[src/rtl/if_fetch_stage.sv]
//------------------------------------------------------------------------------
// if_fetch_stage: PC register, next-PC select and IF/ID pipeline register
// with stall, redirect-squash and memory-wait bubble handling.
// Revision 1.0
//------------------------------------------------------------------------------
`default_nettype none

module if_fetch_stage #(
  parameter logic [31:0] RESET_PC  = 32'h0000_3000,
  parameter logic [31:0] NOP_INSTR = 32'h0000_0000
) (
  input  logic        clk,
  input  logic        rst,
  output logic        imem_req,
  output logic [31:0] imem_addr,
  input  logic [31:0] imem_rdata,
  input  logic        imem_ready,
  input  logic        id_stall,
  input  logic        id_jump,
  input  logic        id_jr,
  input  logic        id_br_taken,
  input  logic [31:0] id_rs_data,
  output logic [31:0] pc,
  output logic [31:0] IF_ID_Instr,
  output logic [31:0] IF_ID_PC4,
  output logic        IF_ID_Valid,
  output logic [31:0] perf_fetch_cnt,
  output logic [31:0] perf_bubble_cnt
);

  logic [31:0] pc_q, pc_d;
  logic [31:0] instr_q, instr_d;
  logic [31:0] pc4_q, pc4_d;
  logic        valid_q, valid_d;
  logic [31:0] fcnt_q, fcnt_d;
  logic [31:0] bcnt_q, bcnt_d;

  logic [31:0] pc_plus4;
  logic [31:0] br_tgt;
  logic [31:0] j_tgt;
  logic [31:0] redir_tgt;
  logic        redir;

  assign pc_plus4 = pc_q + 32'd4;
  assign br_tgt   = pc4_q + {{14{instr_q[15]}}, instr_q[15:0], 2'b00};
  assign j_tgt    = {pc4_q[31:28], instr_q[25:0], 2'b00};
  assign redir    = valid_q & ~id_stall & (id_jump | id_jr | id_br_taken);

  // Register-indirect jumps outrank direct jumps, which outrank branches.
  assign redir_tgt = id_jr   ? id_rs_data :
                     id_jump ? j_tgt      :
                               br_tgt;

  always_comb begin
    pc_d    = pc_q;
    instr_d = instr_q;
    pc4_d   = pc4_q;
    valid_d = valid_q;
    fcnt_d  = fcnt_q;
    bcnt_d  = bcnt_q;
    if (id_stall) begin
      // Freeze everything; any returned word is dropped and refetched later.
    end else if (redir) begin
      pc_d    = redir_tgt;
      instr_d = NOP_INSTR;
      pc4_d   = 32'd0;
      valid_d = 1'b0;
      bcnt_d  = bcnt_q + 32'd1;
    end else if (imem_ready) begin
      pc_d    = pc_plus4;
      instr_d = imem_rdata;
      pc4_d   = pc_plus4;
      valid_d = 1'b1;
      fcnt_d  = fcnt_q + 32'd1;
    end else begin
      instr_d = NOP_INSTR;
      pc4_d   = 32'd0;
      valid_d = 1'b0;
      bcnt_d  = bcnt_q + 32'd1;
    end
  end

  always_ff @(posedge clk) begin
    if (rst) begin
      pc_q    <= RESET_PC;
      instr_q <= NOP_INSTR;
      pc4_q   <= 32'd0;
      valid_q <= 1'b0;
      fcnt_q  <= 32'd0;
      bcnt_q  <= 32'd0;
    end else begin
      pc_q    <= pc_d;
      instr_q <= instr_d;
      pc4_q   <= pc4_d;
      valid_q <= valid_d;
      fcnt_q  <= fcnt_d;
      bcnt_q  <= bcnt_d;
    end
  end

  assign imem_req        = ~rst;
  assign imem_addr       = pc_q;
  assign pc              = pc_q;
  assign IF_ID_Instr     = instr_q;
  assign IF_ID_PC4       = pc4_q;
  assign IF_ID_Valid     = valid_q;
  assign perf_fetch_cnt  = fcnt_q;
  assign perf_bubble_cnt = bcnt_q;

endmodule

`default_nettype wire

[config.mk]
export PLATFORM = sky130hd
export DESIGN_NAME = if_fetch_stage
export DESIGN_NICKNAME = d
export VERILOG_FILES = /design/src/rtl/if_fetch_stage.sv
export SDC_FILE = /design/constraint.sdc
export NUM_CORES = 1
export LEC_CHECK = 0
export BUFFER_PORTS_ARGS = -buffer_cell sky130_fd_sc_hd__buf_2
export CAP_MARGIN = 40
export CORE_MARGIN = 10
export CORE_UTILIZATION = 53
export CTS_CLUSTER_DIAMETER = 40
export CTS_CLUSTER_SIZE = 16
export DETAILED_ROUTE_END_ITERATION = 6
export PLACE_DENSITY = 0.91
export SLEW_MARGIN = 20
export SYNTH_ARGS = -nofsm -noshare
export SYNTH_HDL_FRONTEND = slang
export SYNTH_SLANG_ARGS = --single-unit
[constraint.sdc]
create_clock -name clk -period 3.37 [get_ports clk]
set_clock_uncertainty 0.1 [all_clocks]
set_input_delay 0.337 -clock clk [delete_from_list [all_inputs] [get_ports clk]]
set_output_delay 0.337 -clock clk [all_outputs]
set_load 0.005 [all_outputs]
==> flow_summary.toml <==
[sta]
max_slew_margin_pct = 47.1
finalSetupViolCount = 0
fmax_ghz = 0.319
tightestPinTransition_ns = 0.793
slew_violations = 0
hold_viol = 0
tns_ns = 0
rsz0062_at_grt = "false"
layout_min_cycle_time_ns = 3.14
fin_crit_sh_pct = 93.1

[clock_tree]
root_buffer = "clkbuf_16"
postCtsHoldBufs = 0
h-tree-depth = 4
cts_buffers = 17
tritoncts = "yes"
clock_latency_ns = 0.42
path_clk_slew_ns = 0.07
cts_buffer_depth = 2
cts_sinks = 161

[worst_setup_path]
r2r_cells = 12
worst_ep_required_time_ns = 3.60
arrival_ns = 3.37
crit_chain = "ha_1 > fa_1 > a211oi_2 > o21ai_0 > or3b_1 > a211oi_1 > buf_4 > or2_2 > a31oi_1 > xnor2_1 > a221oi_2 > a211oi_1"
max_stage_delay_ns = 0.44
critPathMaxFanout = 4
cp_num_buf_inv = 1
path_delay_family = "compound AO/OA/AOI/OAI gates"
critical_path_class = "flip-flop to flip-flop"
critical_path.most_common_cell = "a211oi_1"
cp_slowest_cell = "fa_1"
worst_setup_path_end_kind = "flip-flop"
cp.depth = 12
startpoint_type = "flip-flop"

[final_layout]
fillers = 1491
fin_cells = 1603
area_growth_pct = 19.4
layout.nets = 1467
layout_commonest_cell = "buf_2"
final_cell_mix = "buf_2, nor2_1, dfxtp_1, nand2_1, a21oi_1"
drive_above_1_share_pct = 23.8

[global_route]
grt_max_degree = 69
grt_busiest_layer = "met2"
use_met1_pct = 28.8
grt_antenna_before_repair = 3
track_usage_pct = 24.6
use_met3_pct = 5.39
grt_pass1_vias = 9212
grtUsageMet2_pct = 41.6
gr-total-overflow = 0
grt_pass1_wl_mm = 48.0

[logic_synthesis]
synth_top_area_cell = "dfxtp_1"
syn_nets = 1267
synthCells = 1163
ys_ff_latch = 161
synth-edff-count = 0
yosysSeqAreaShare_pct = 34.8
synthDistinctLibCells = 56
async_flop_share_pct = 0
yosysWarnings = 0
synth_flop_cell = "dfxtp_1"
syn_area_um2 = 9250
yosys-top-cells-area = "dfxtp_1, nor2_1, xor2_1"
syn_area_per_cell_um2 = 7.95
synth.top_cell.area_share_pct = 34.8

[pwr]
power_density_nw_per_um2 = 388
switching_power_mw = 1.18
clkPwrFrac_pct = 42.4
p_leak_nw = 5.06
seq_power_share_pct = 47.1
p_comb_share_pct = 10.5
netSwitchingFraction_pct = 27.4
max-vdd-ir-drop_mv = 0.340
p_int_mw = 3.11

[place]
dpl.hpwl_mm = 22.1
io_buffer_count = 264
placedCellCount = 1569
place_congestion = 0.961

[floorplan]
start_util_pct = 53.8
die_h_um = 152
core_area_um2 = 17200
fp.dieArea_um2 = 23100
rows = 48
io_pins = 265
die_w_um = 152

[route]
drt_drc_violations_left = 0
drt-total-wl_mm = 30.0
drt-pass1-iter-count = 7
vias = 9365
wl_per_cell_um = 18.7
vias_per_cell = 5.84
dr.first_iter.drc_count = 751
antenna_left = 0

[min_path]
min_path_cells = 3
hold_path_class = "input port to flip-flop"

[run]
max_cap_violations = 0

[run_status]
status = "finished, final reports clean"
## synth_stat cells, types with 3 or more instances
master	instances
o21bai_1	4
o221ai_1	3
buf_4	32
a31oi_1	8
or3_1	22
a21o_1	16
dfxtp_1	161
xnor2_1	55
nor3b_1	6
a311oi_1	3
nor2b_1	6
a21oi_1	79
o211a_1	3
and3_1	17
mux2i_1	17
or2_2	5
nand4_1	19
inv_1	22
a211oi_1	20
clkbuf_1	62
and2_1	4
nand2b_1	9
o41ai_1	4
a22oi_1	62
xor2_1	68
nor3_1	16
nand3_1	48
ha_1	32
and4_1	7
buf_1	3
nand2_1	79
o21ai_0	56
nor2_1	185
o31ai_1	3
## path summary, 6_finish.rpt
check | startpoint | slack [ns] | to
worst min-delay path | imem_rdata[27] | 0.04 | IF_ID_Instr[27]
worst min register to register | perf_bubble_cnt[23] | 0.39 | perf_bubble_cnt[23]
worst max register to register | IF_ID_Instr[0] | 0.23 | imem_addr[24]
worst max-delay path | IF_ID_Instr[0] | 0.23 | imem_addr[24]
## timing repair
item / 4_1_cts / 5_1_grt
buffers inserted: 0 / 0
resized for setup: 0 / 3
setup endpoints to repair: 0 / 2
## worst register-to-register path: cells and delay by family (launching register included)
family,cells,cell delay [ns]
compound gates,6,1.05
fa+ha+maj,2,0.68
simple gates,2,0.57
flops,1,0.34
xor+xnor,1,0.16
buf+inv,1,0.15
## sequential cells by signal, summed over array words and instances, names as in the netlist
| signal | flops |
|---|---|
| IF_ID_PC4 | 32 |
| IF_ID_Instr | 32 |
| IF_ID_Valid | 1 |
| perf_bubble_cnt | 32 |
| imem_addr | 32 |
| perf_fetch_cnt | 32 |
## layer usage
layer	wire length, um	share of wire [%]
met1	11800	39
met2	14500	48
met3	2510	8.4
met4	1200	4.0
met5	11	0.037
## stage by stage
stage | utilization, % | power (mW) | instance area, um^2 | worst slack [ns] | hold WS [ns]
CTS | 64.2 | 4.31 | 11000 | 0.214 | 0.0312
detailed placement | 61.0 | 2.51 | 10500 | 0.241 | 0.388
finish | 64.3 | 4.29 | 11000 | 0.233 | 0.0425
floorplan | - | 2.33 | 9250 | 0.610 | 0.374
global route | 64.3 | 4.44 | 11000 | 0.0555 | 0.0439
global placement | 61.0 | 2.50 | 10500 | 0.278 | 0.368
## power by group through the flow
stage	logic (mW)	clock network, mW	registers, mW
3_5_place_dp	0.447	0	2.06
4_1_cts	0.450	1.84	2.02
5_1_grt	0.497	1.92	2.03
3_3_place_gp	0.440	0	2.06
6_report	0.451	1.82	2.02
2_1_floorplan	0.287	0	2.05
## area by class of cell
type | count | area (um^2) | share of cell area [%]
clock buffer | 20 | 447 | 4.04
clock inverter | 12 | 97.6 | 0.884
timing repair buffer | 281 | 1450 | 13.1
multi-input combinational | 880 | 5460 | 49.4
antenna | 2 | 5.00 | 0.0453
tap | 225 | 282 | 2.55
inverter | 22 | 82.6 | 0.748
sequential | 161 | 3220 | 29.2
## cell families after synthesis
group | share of synthesized area (%)
multiplexers | 1.84
adder cells (fa/ha/maj) | 4.55
AO/OA/AOI/OAI | 19.1
flip-flops | 34.8
buffers and inverters | 6.36
XOR/XNOR | 11.6
AND/OR/NAND/NOR | 21.6
Note: power is estimated with default switching activity, not from simulation.
